[config.mk]
export PLATFORM = sky130hd
export DESIGN_NAME = uart_rx_param
export DESIGN_NICKNAME = d
export VERILOG_FILES = /design/src/rtl/uart_rx_param.sv
export SDC_FILE = /design/constraint.sdc
export NUM_CORES = 1
export LEC_CHECK = 0
export BUFFER_PORTS_ARGS = -buffer_cell sky130_fd_sc_hd__buf_2
export CAP_MARGIN = 10
export CORE_MARGIN = 2
export CORE_UTILIZATION = 40
export CTS_BUF_LIST = sky130_fd_sc_hd__clkbuf_4
export CTS_CLUSTER_SIZE = 12
export DETAILED_ROUTE_END_ITERATION = 8
export PLACE_DENSITY = 0.68
export SYNTH_ARGS = -nofsm -noshare
export SYNTH_HDL_FRONTEND = slang
export SYNTH_SLANG_ARGS = --single-unit
[constraint.sdc]
create_clock -name clk -period 2.55 [get_ports clk]
set_input_delay 0.255 -clock clk [delete_from_list [all_inputs] [get_ports clk]]
set_output_delay 0.255 -clock clk [all_outputs]
set_load 0.05 [all_outputs]
[src/rtl/uart_rx_param.sv]
// Purpose: parametrised UART receiver (data width, parity, stop bits, oversampling) with sync, false-start reject, error flags.
// Latency: ~2 + DIV*OVERSAMPLE*(0.5 + DATA_BITS + (PARITY!=0) + STOP_BITS) clocks from rx falling edge to rxDone.
// Backpressure: none; one word per frame with a single-cycle rxDone strobe, consumer must take it on that clock.
module uart_rx_param #(
  parameter int CLOCK_RATE = 50_000_000,
  parameter int BAUD_RATE  = 9600,
  parameter int OVERSAMPLE = 16,
  parameter int DATA_BITS  = 8,
  parameter int PARITY     = 0,
  parameter int STOP_BITS  = 1
) (
  input  logic                 clk,
  input  logic                 reset,
  input  logic                 rx,
  output logic [DATA_BITS-1:0] toBuffer,
  output logic                 rxDone,
  output logic                 parityErr,
  output logic                 frameErr,
  output logic                 busy
);

  localparam int DIV    = CLOCK_RATE / (BAUD_RATE * OVERSAMPLE);
  localparam int DIV_W  = (DIV > 1) ? $clog2(DIV) : 1;
  localparam int TICK_W = $clog2(OVERSAMPLE);
  localparam int IDX_W  = $clog2(DATA_BITS + 1);

  localparam logic [DIV_W-1:0]  DIV_LAST  = DIV_W'(DIV - 1);
  localparam logic [TICK_W-1:0] HALF_LAST = TICK_W'(OVERSAMPLE / 2 - 1);
  localparam logic [TICK_W-1:0] BIT_LAST  = TICK_W'(OVERSAMPLE - 1);
  localparam logic [IDX_W-1:0]  IDX_LAST  = IDX_W'(DATA_BITS - 1);
  localparam logic              PAR_ODD   = (PARITY == 1);
  localparam logic              STOP_LAST = (STOP_BITS == 2);

  typedef enum logic [2:0] {
    S_IDLE,
    S_START,
    S_DATA,
    S_PARITY,
    S_STOP
  } state_t;

  state_t               state;
  logic                 rxMeta;
  logic                 rxS;
  logic [DIV_W-1:0]     divCnt;
  logic [TICK_W-1:0]    tickCnt;
  logic [IDX_W-1:0]     bitIdx;
  logic                 stopCnt;
  logic [DATA_BITS-1:0] shift;
  logic                 perr;
  logic                 ferr;
  logic                 armed;

  logic tick;
  logic midStart;
  logic midBit;
  logic ferrNext;
  logic perrNext;

  // Divider only runs while a frame is in progress, so the first tick lands DIV clocks into START.
  assign tick     = (state != S_IDLE) && (divCnt == DIV_LAST);
  assign midStart = tick && (tickCnt == HALF_LAST);
  assign midBit   = tick && (tickCnt == BIT_LAST);
  // A low stop-bit sample is sticky across both stop bits.
  assign ferrNext = ferr | ~rxS;
  // Mismatch when data ones plus parity bit do not give the required odd/even total.
  assign perrNext = ((^shift) ^ rxS) != PAR_ODD;
  assign busy     = (state != S_IDLE);

  // Two-flop synchroniser; idles high so reset never looks like a start edge.
  always_ff @(posedge clk or posedge reset) begin
    if (reset) begin
      rxMeta <= 1'b1;
      rxS    <= 1'b1;
    end else begin
      rxMeta <= rx;
      rxS    <= rxMeta;
    end
  end

  // Baud tick divider, held at zero while idle.
  always_ff @(posedge clk or posedge reset) begin
    if (reset) begin
      divCnt <= '0;
    end else if (state == S_IDLE || divCnt == DIV_LAST) begin
      divCnt <= '0;
    end else begin
      divCnt <= divCnt + 1'b1;
    end
  end

  // Frame FSM: start validation, mid-bit sampling, and registered result/flag update.
  always_ff @(posedge clk or posedge reset) begin
    if (reset) begin
      state     <= S_IDLE;
      armed     <= 1'b1;
      tickCnt   <= '0;
      bitIdx    <= '0;
      stopCnt   <= 1'b0;
      shift     <= '0;
      perr      <= 1'b0;
      ferr      <= 1'b0;
      toBuffer  <= '0;
      rxDone    <= 1'b0;
      parityErr <= 1'b0;
      frameErr  <= 1'b0;
    end else begin
      rxDone <= 1'b0;
      if (tick) tickCnt <= tickCnt + 1'b1;
      case (state)
        S_IDLE: begin
          // Re-arm only after the line is seen high again (guards against a held-low break).
          if (rxS) armed <= 1'b1;
          if (armed && !rxS) begin
            state   <= S_START;
            tickCnt <= '0;
            bitIdx  <= '0;
            stopCnt <= 1'b0;
            perr    <= 1'b0;
            ferr    <= 1'b0;
          end
        end
        S_START: begin
          if (midStart) begin
            tickCnt <= '0;
            state   <= rxS ? S_IDLE : S_DATA;
          end
        end
        S_DATA: begin
          if (midBit) begin
            tickCnt <= '0;
            // LSB arrives first; after DATA_BITS shifts it sits in bit 0.
            shift   <= {rxS, shift[DATA_BITS-1:1]};
            bitIdx  <= bitIdx + 1'b1;
            if (bitIdx == IDX_LAST) state <= (PARITY != 0) ? S_PARITY : S_STOP;
          end
        end
        S_PARITY: begin
          if (midBit) begin
            tickCnt <= '0;
            perr    <= perrNext;
            state   <= S_STOP;
          end
        end
        S_STOP: begin
          if (midBit) begin
            tickCnt <= '0;
            if (stopCnt == STOP_LAST) begin
              // Finish at mid stop bit so a back-to-back start edge is not missed.
              toBuffer  <= shift;
              parityErr <= perr;
              frameErr  <= ferrNext;
              rxDone    <= 1'b1;
              armed     <= ~ferrNext;
              state     <= S_IDLE;
            end else begin
              stopCnt <= 1'b1;
              ferr    <= ferrNext;
            end
          end
        end
        default: state <= S_IDLE;
      endcase
    end
  end

endmodule
==> out/results.ini <==
[outcome]
status = completed

[detailed_routing]
vias_per_cell = 5.065
firstDrtPassIters = 4
totalWireLength_um = 3833
wl_per_cell_um = 13.74
drc_errors = 0
num_vias = 1413
first_iter_violations = 100
ant_nets = 0

[logic_synthesis]
yosysTopAreaCellShare = 0.4670
yosys.area.top_type = dfrtp_1
yosys-top-cells-area = dfrtp_1 47%, mux2_2 9.7%, dfstp_2 3.6%
ys_ff_latch = 44
synth_area_um2 = 2197
synth-warning-count = 0
synth_cell_type_count = 49
postSynthAreaPerCell_um2 = 11.44
synth_edf_count = 0
async_reset_ff_frac = 1.000
synth_nets = 199
yosysSeqAreaShare = 0.5028
syn-instance-count = 192
ys.flop_type = dfrtp_1

[worst_setup_path]
arrival_ps = 2360
criticalPathCategory = register to register
cp-start-kind = register
crit_path_end_kind = register
critPathMaxFanout = 10
cpMaxStageDelayCell = nor3_4
path_buf_inv = 1
critical_path.max_stage_delay_ps = 450
worstPathCellList = inv_1 -> ha_1 -> and4bb_2 -> nand2_2 -> nor3_4 -> mux2_2
cp_top_family = simple AND/OR/NAND/NOR gates
cp.required_ps = 2810

[global_routing]
grt_usage = 0.1416
grt_antenna_before_repair = 0
grt_pass1_wl_um = 6782
grt_remaining_overflow = 0
grt_max_degree = 17
grt_pass1_vias = 1437

[floorplanning]
fp.dieW_um = 78.12
die_h_um = 78.12
pin_count = 15
core-area_um2 = 5205
row_count = 26
fp.dieArea_um2 = 6102
start_util = 0.4221

[pwr]
irDropWorstVdd_mv = 0.3386
p_per_area_nw_per_um2 = 646.0
power_uw = 1564
p_leak_uw = 0.001197

[placement]
pre_cts_slack_ps = 443.8
dp_hpwl_um = 2690
place.gp.congestion = 0.9211
io_buffers = 14

[sta]
finalHoldViolations = 0
setup_tns_ps = 0
rsz0062_at_grt = no
fin_worst_skew_ps = 8.734
fin_crit_sh = 0.8252
max_freq_mhz = 475.2
slew_violations = 0
setup-violations-final = 0
fin_ws_ps = 445.6
worstMarginPinSlew_ps = 552.0
relSlewSlack = 0.6297
post-route-min-period_ps = 2104

[clock_tree]
ctsLongestPathBuffers = 2
cts.clk_slew.worst_paths_ps = 140
clock_tree.root_cell = clkbuf_4
cts_resized = 0
clock_latency_ps = 360
cts_tree = done
htreeDepth = 2
cts-buffers-inserted = 5
cts.sinks = 44

[worst_hold_path]
worstHoldPathType = register to register

[finish]
areaGrowthSynthToFinish_pct = 10.19
n_antenna_cell = 0
final_cell_mix = 41 x dfrtp_1, 19 x nor2_1, 19 x mux2_2, 14 x buf_2, 10 x nand3_1
layout-drive-gt1-share = 0.2679
fillers = 493
final_common_cell = dfrtp_1
fin_nets = 215

[run]
maxCapViolCount = 0

area by class of cell:
class	count	area, um^2	share of cell area
repair buffers	19	112.6	0.04651
clock inverters	3	46.29	0.01912
multi-input cells	131	1006	0.4155
well taps	70	87.58	0.03618
inverters	7	26.28	0.01085
clock buffers	5	37.54	0.01550
flip-flops and latches	44	1105	0.4563
where the power goes:
part           switching [uW]  internal [uW]  total [uW]
Clock                     243            210         453
Combinational             188            115         303
Sequential               66.4            742         809
registers in the layout, indices dropped and copies added (netlist names), 3 cells and up:
| name | count |
|---|---|
| toBuffer | 8 |
| state | 3 |
| divCnt | 9 |
| shift | 8 |
| tickCnt | 4 |
| bitIdx | 4 |
worst register-to-register path, stage by stage, from the launching register on:
cell	delay [ps]
dfrtp_1	440
inv_1	70
ha_1	130
and4bb_2	370
nand2_2	140
nor3_4	450
mux2_2	400
logic make-up after synthesis:
group | share of synthesized area
mux | 0.1247
buf+inv | 0.03929
simple gates | 0.1805
xor+xnor | 0.07005
flops | 0.5028
compound gates | 0.05980
fa+ha+maj | 0.02278
per-layer routing:
metal | global-route usage | part of all wire | vias to the layer above
met3 | 0.03218 | 0.033 | 4
met5 | 0 | 0 | -
met2 | 0.2276 | 0.46 | 20
met4 | 0.05263 | 0.015 | 0
li1 | - | - | 707
met1 | 0.1873 | 0.49 | 682
stage by stage:
step / util / cells / hold slack, ps / cell area (um^2)
after floorplan: - / 192 / 259.5 / 2197
after global placement: 0.4452 / 269 / 249.2 / 2317
after detailed placement: 0.4452 / 269 / 264.2 / 2317
after CTS: 0.4651 / 279 / 370.9 / 2421
after global routing: 0.4651 / 279 / 386.5 / 2421
final: 0.4651 / 279 / 375.5 / 2421
repair_timing:
action	CTS	global route
endpoints found under the hold margin	15	0
hold buffers	2	0
buffers inserted	0	0
synthesized netlist by cell type (2+ instances only):
| master | instances |
|---|---|
| nand2_1 | 6 |
| dfstp_2 | 3 |
| a21oi_1 | 2 |
| mux2_2 | 19 |
| nand3_1 | 10 |
| xnor2_1 | 9 |
| dfrtp_1 | 41 |
| o21ai_0 | 5 |
| nor3b_1 | 4 |
| a21o_1 | 2 |
| buf_4 | 2 |
| and4bb_2 | 2 |
| and3_1 | 3 |
| o2bb2ai_1 | 2 |
| nand4_1 | 3 |
| mux2i_1 | 6 |
| buf_2 | 5 |
| inv_1 | 7 |
| nor3_1 | 4 |
| ha_1 | 4 |
| nor2b_1 | 2 |
| nor2_1 | 19 |
| xor2_1 | 6 |
path summary, 6_finish.rpt:
path / slack, ps / end / start / cells past startpoint
worst max-delay path: 450 / toBuffer[6] / divCnt[0] / 6
worst min-delay path: 380 / rxS / rxMeta / 0
worst max register to register: 450 / toBuffer[6] / divCnt[0] / 6
worst min register to register: 380 / rxS / rxMeta / 0
max in group asynchronous: 1530 / armed / reset / 4
min in group asynchronous: 390 / toBuffer[1] / reset / 3
Power figures use the tool's default switching activity.
